--- src/rtl/hamming_pkg.sv ---
// Shared types and position-map helpers for the extended-Hamming SECDED decoder.
package hamming_pkg;

  typedef enum logic [1:0] {
    ERR_NONE   = 2'd0,
    ERR_SINGLE = 2'd1,
    ERR_PARITY = 2'd2,
    ERR_DOUBLE = 2'd3
  } err_class_e;

  function automatic int calc_n(input int r);
    return (1 << r) - 1;
  endfunction

  function automatic int calc_k(input int r);
    return calc_n(r) - r;
  endfunction

  function automatic logic is_pow2(input int pos);
    return (pos > 0) && ((pos & (pos - 1)) == 0);
  endfunction

  // Data bits fill the non-power-of-two positions in ascending order.
  function automatic int data_index(input int pos);
    int n_pow2;
    n_pow2 = 0;
    for (int j = 0; j < 31; j++) begin
      if ((1 << j) <= pos) n_pow2++;
    end
    return pos - 1 - n_pow2;
  endfunction

endpackage

--- src/rtl/hamming_syndrome.sv ---
// Combinational syndrome and overall parity of an extended Hamming word.
module hamming_syndrome
  import hamming_pkg::*;
#(
  parameter int R = 4
) (
  input  logic [(2**R)-1:0] i_word,
  output logic [R-1:0]      o_syndrome,
  output logic              o_parity
);

  localparam int N = calc_n(R);

  always_comb begin
    o_syndrome = '0;
    for (int i = 0; i < N; i++) begin
      if (i_word[i]) o_syndrome = o_syndrome ^ R'(i + 1);
    end
    o_parity = ^i_word;
  end

endmodule

--- src/rtl/hamming_secded_pipe.sv ---
// Two-stage pipelined SECDED decoder with valid/ready streaming.
// Optional saturating error counters are built when HAMMING_SECDED_PIPE_ERR_CNT_EN is defined.
module hamming_secded_pipe
  import hamming_pkg::*;
#(
  parameter int R = 4
`ifdef HAMMING_SECDED_PIPE_ERR_CNT_EN
  , parameter int CNT_W = 16
`endif
) (
  input  logic                 clk,
  input  logic                 rst_n,
  input  logic [(2**R)-1:0]    entrada,
  input  logic                 entrada_valid,
  output logic                 entrada_ready,
  output logic [(2**R)-R-2:0]  saida,
  output logic                 saida_valid,
  input  logic                 saida_ready,
  output logic                 erro_simples,
  output logic                 erro_duplo,
  output logic [R-1:0]         erro_pos
`ifdef HAMMING_SECDED_PIPE_ERR_CNT_EN
  , output logic [CNT_W-1:0]   cnt_simples,
  output logic [CNT_W-1:0]     cnt_duplo,
  input  logic                 cnt_clr
`endif
);

  localparam int N = calc_n(R);
  localparam int K = calc_k(R);

  logic         w_en;
  logic [R-1:0] w_syn;
  logic         w_par;

  logic         r_s1_valid;
  logic [N-1:0] r_s1_word;
  logic [R-1:0] r_s1_syn;
  logic         r_s1_par;

  logic         r_s2_valid;
  logic [K-1:0] r_saida;
  logic         r_simples;
  logic         r_duplo;
  logic [R-1:0] r_pos;

  err_class_e   w_class;
  logic [N-1:0] w_corr;
  logic [K-1:0] w_data;

  // Whole pipeline advances together; ready never looks at entrada_valid.
  assign w_en          = !r_s2_valid || saida_ready;
  assign entrada_ready = w_en;

  hamming_syndrome #(.R(R)) u_syndrome (
    .i_word     (entrada),
    .o_syndrome (w_syn),
    .o_parity   (w_par)
  );

  always_ff @(posedge clk or negedge rst_n) begin
    if (!rst_n) begin
      r_s1_valid <= 1'b0;
      r_s1_word  <= '0;
      r_s1_syn   <= '0;
      r_s1_par   <= 1'b0;
    end else if (w_en) begin
      r_s1_valid <= entrada_valid;
      r_s1_word  <= entrada[N-1:0];
      r_s1_syn   <= w_syn;
      r_s1_par   <= w_par;
    end
  end

  always_comb begin
    w_class = ERR_NONE;
    if (r_s1_syn != '0) w_class = r_s1_par ? ERR_SINGLE : ERR_DOUBLE;
    else if (r_s1_par)  w_class = ERR_PARITY;

    w_corr = r_s1_word;
    for (int i = 0; i < N; i++) begin
      if (w_class == ERR_SINGLE && r_s1_syn == R'(i + 1)) w_corr[i] = ~r_s1_word[i];
    end

    w_data = '0;
    for (int pos = 1; pos <= N; pos++) begin
      if (!is_pow2(pos)) w_data[data_index(pos)] = w_corr[pos-1];
    end
  end

  always_ff @(posedge clk or negedge rst_n) begin
    if (!rst_n) begin
      r_s2_valid <= 1'b0;
      r_saida    <= '0;
      r_simples  <= 1'b0;
      r_duplo    <= 1'b0;
      r_pos      <= '0;
    end else if (w_en) begin
      r_s2_valid <= r_s1_valid;
      r_saida    <= w_data;
      r_simples  <= (w_class == ERR_SINGLE) || (w_class == ERR_PARITY);
      r_duplo    <= (w_class == ERR_DOUBLE);
      r_pos      <= r_s1_syn;
    end
  end

  assign saida        = r_saida;
  assign saida_valid  = r_s2_valid;
  assign erro_simples = r_simples;
  assign erro_duplo   = r_duplo;
  assign erro_pos     = r_pos;

`ifdef HAMMING_SECDED_PIPE_ERR_CNT_EN
  logic             w_hs;
  logic [CNT_W-1:0] r_cnt_simples;
  logic [CNT_W-1:0] r_cnt_duplo;

  assign w_hs = r_s2_valid && saida_ready;

  always_ff @(posedge clk or negedge rst_n) begin
    if (!rst_n) begin
      r_cnt_simples <= '0;
      r_cnt_duplo   <= '0;
    end else if (cnt_clr) begin
      r_cnt_simples <= '0;
      r_cnt_duplo   <= '0;
    end else if (w_hs) begin
      if (r_simples && r_cnt_simples != '1) r_cnt_simples <= r_cnt_simples + 1'b1;
      if (r_duplo && r_cnt_duplo != '1)     r_cnt_duplo   <= r_cnt_duplo + 1'b1;
    end
  end

  assign cnt_simples = r_cnt_simples;
  assign cnt_duplo   = r_cnt_duplo;
`endif

endmodule
--- config.mk ---
export PLATFORM = sky130hd
export DESIGN_NAME = hamming_secded_pipe
export DESIGN_NICKNAME = d
export VERILOG_FILES = /design/src/rtl/hamming_pkg.sv /design/src/rtl/hamming_syndrome.sv /design/src/rtl/hamming_secded_pipe.sv
export SDC_FILE = /design/constraint.sdc
export NUM_CORES = 1
export LEC_CHECK = 0
export BUFFER_PORTS_ARGS = -buffer_cell sky130_fd_sc_hd__buf_4
export CAP_MARGIN = 40
export CORE_MARGIN = 2
export CORE_UTILIZATION = 50
export CTS_CLUSTER_DIAMETER = 80
export DETAILED_ROUTE_END_ITERATION = 8
export GPL_TIMING_DRIVEN = 0
export PLACE_DENSITY = 0.84
export SLEW_MARGIN = 25
export SYNTH_ARGS = -nofsm -noshare
export SYNTH_HDL_FRONTEND = slang
export SYNTH_SLANG_ARGS = --single-unit
export TNS_END_PERCENT = 1
--- constraint.sdc ---
create_clock -name clk -period 1.9 [get_ports clk]
set_clock_uncertainty 0.1 [all_clocks]
set_input_delay 0.38 -clock clk [delete_from_list [all_inputs] [get_ports clk]]
set_output_delay 0.38 -clock clk [all_outputs]
set_load 0.005 [all_outputs]
==> summary.txt <==
Synthesis
  • Register area share after synthesis: 0.5032
  • Prevailing post-synth register cell: dfrtp_1
  • Syn Nets: around 200
  • Count leader, synth: nand2_1
  • Cell taking the most area after synthesis: dfrtp_1
  • Yosys top cell area share: 0.5032
  • Yosys reg bits: 35
  • Top area cells in the synthesized netlist: dfrtp_1, nand2_1, xnor2_1
  • Mapped cell area: 1740 um2
  • Count of cell types in the netlist: 22
  • Commonest cells in the netlist: nand2_1, dfrtp_1, xnor2_1, o21ai_0, nor2_1
  • Synthesis Warnings: 0
  • FFs w/ async S/R, synth: 1.000
  • Avg Inst Size Synth: 9.459 um2
  • Post-synth EDFFs: 0
  • Gate Count Post-Synth: approximately 180

Worst setup path
  • Worst Path Required: 1420 ps
  • Critical-path maximum fanout: 17
  • Critical Path AT: around 1200 ps
  • Worst setup SP type: flip-flop
  • CP endpoint kind: primary output
  • Critical path type: flip-flop to primary output

Place
  • Dpl ws: -312.6 ps
  • Final HPWL DP: approximately 2500 um
  • I/O Buffers: 38
  • Cell Area, Placed: 2083 um2
  • Cell Count Post-Placement: 268
  • RePlAce Congestion: 0.7972

Cells and area
  • Final instance area: 2162 um2
  • Nets@finish: 250
  • Area growth, synth to finish: 24.23%
  • Layout cells sized above 1: 0.2217
  • Finished Layout Cells: 276
  • Ant diodes: 0

Detailed routing
  • Antenna viol nets, final: 0
  • DR WL/cell: 11.67 um
  • Drt drc: 0
  • DR pass1 iterations: 4
  • Drt total wl: 3222 um
  • Vias: 1306
  • Vias per inst: 4.732
  • Initial DRC count: 20

Floorplan
  • Core area: 3337 um2
  • DIE HEIGHT: about 63 um
  • Initial core utilization: 0.5216
  • Row count: 21
  • Die footprint: between 3000 and 4000 um2
  • Ports: 39
  • Die X: 63 um

Timing
  • Minimum clock period: 1719 ps
  • Tcrit/Tclk final: 0.9047
  • Final setup viols: 0
  • Hold Vio Cnt, Final: 0
  • Worst slew margin: 0.7199
  • Tightest Pin Transition: approximately 420 ps
  • Fmax: 0.5817 GHz
  • Final Max Slew Viols: 0
  • Worst Slack Setup Final: ~180 ps
  • Unrepaired setup endpoints after global routing: false

Global route
  • Total GRT Usage: 0.1873
  • Vias in the first global route: 1262
  • Overflow after GRT: 0
  • Initial antenna violation count: 0
  • Largest net degree at the start of global routing: 36
  • First-pass GRT wire length: 5664 um

Power and ir drop
  • Clock power share: 0.170
  • Reg power frac: 0.472
  • PwrDens: 1081 nW/um2
  • Switch Pwr: 758.9 uW
  • Peak supply drop: 524.8 uV
  • Leak: 1.035 nW
  • Sw frac: 0.3246
  • P_int: 1.579 mW
  • Comb pwr share: 0.358

CTS
  • Worst-skew pair later-pin latency: 340 ps
  • Clk sinks: 35
  • CTS clk-pin slew, worst paths: 90 ps
  • CTS tree: done
  • H-tree depth: 2
  • Num CTS Buffers: 5
  • Clock Tree Buf Depth: 2
  • Root Buffer: clkbuf_4

Outcome
  • Status: complete, no violations

Hold path
  • Worst Hold Class: input port to flip-flop

Job
  • Max cap viols: 0
## critical path: stages (launching register included)
cell and delay (ps):
dfrtp_1 350, nor2b_1 140, buf_4 140, clkinv_4 110, buf_4 160
## routing by layer
layer	share of wire	global-route usage	routed length [um]	vias up
met5	0	0	0	-
met4	0.017	0.07500	55	0
met3	0.057	0.05586	183	7
met2	0.47	0.2965	1511	35
met1	0.46	0.2407	1472	594
li1	-	-	-	670
## placed cells by master, fill, tap and decap left out, types with 3 or more instances in the layout
cell	count
clkbuf_4	5
nand2_1	65
nor2_1	10
a21oi_1	3
xor2_1	7
nand2b_1	3
buf_4	40
xnor3_1	3
o21ai_0	12
xnor2_1	22
dfrtp_1	35
clkbuf_1	7
## per-stage QoR
| step | hold WS (ps) | total power, mW | utilization | TNS (ps) |
|---|---|---|---|---|
| floorplan | -15.59 | 1.589 | - | 0 |
| global placement | 246.5 | 1.933 | 0.6243 | -642.6 |
| detailed placement | 248.2 | 1.962 | 0.6243 | -913.1 |
| CTS | 114.0 | 2.368 | 0.6457 | 0 |
| global route | 134.4 | 2.529 | 0.6479 | 0 |
| finish | 128.2 | 2.338 | 0.6479 | 0 |
## repair_timing
action | in CTS | in global routing
cloned | 0 | 0
pin swaps | 0 | 0
hold buffers | 1 | 0
hold endpoints to repair | 35 | 0
buffers inserted | 0 | 1
gates resized for setup | 4 | 1
endpoints found under the setup margin | 1 | 1
## state kept, by name, summed over array words and instances (netlist names)
| register | cells |
|---|---|
| r_s1_word | 11 |
| erro_simples | 1 |
| r_s1_valid | 1 |
| erro_pos | 4 |
| saida_valid | 1 |
| r_s1_par | 1 |
| r_s1_syn | 4 |
| erro_duplo | 1 |
| saida | 11 |
## logic make-up after synthesis
| family | share of synthesized area |
|---|---|
| compound gates | 0.04745 |
| flops | 0.5032 |
| mux | 0.006470 |
| buf+inv | 0.02156 |
| simple gates | 0.2085 |
| xor+xnor | 0.2128 |
## power by group through the flow
stage	clock, mW	combinational (mW)	sequential, mW
detailed placement	0	0.839	1.12
floorplan	0	0.487	1.10
global placement	0	0.820	1.11
finish	0.397	0.837	1.10
global route	0.454	0.935	1.14
CTS	0.417	0.844	1.11
## layout make-up
cell class / instances / area [um2]
inverters: 1 / 8.758
repair buffers: 40 / 302.8
plain buffers: 8 / 33.78
multi-input cells: 139 / 827.0
flip-flops and latches: 35 / 875.8
clock buffers: 6 / 51.30
fillers: 292 / 1175
well taps: 46 / 57.56
clock inverters: 1 / 5.005
## path summary, 6_finish.rpt
check	from	slack (ps)	end	depth (start not counted)
max	saida_valid$_DFFE_PN0P_	180	entrada_ready	4
min	entrada_valid	130	r_s1_valid$_DFFE_PN0P_	3
max reg2reg	r_s1_syn[3]$_DFFE_PN0P_	390	saida[7]$_DFFE_PN0P_	5
min reg2reg	erro_pos[2]$_DFFE_PN0P_	380	erro_pos[2]$_DFFE_PN0P_	2
max in group asynchronous	rst_n	990	saida[10]$_DFFE_PN0P_	2
min in group asynchronous	rst_n	400	r_s1_word[11]$_DFFE_PN0P_	2
(Power assumes the default switching activity.)
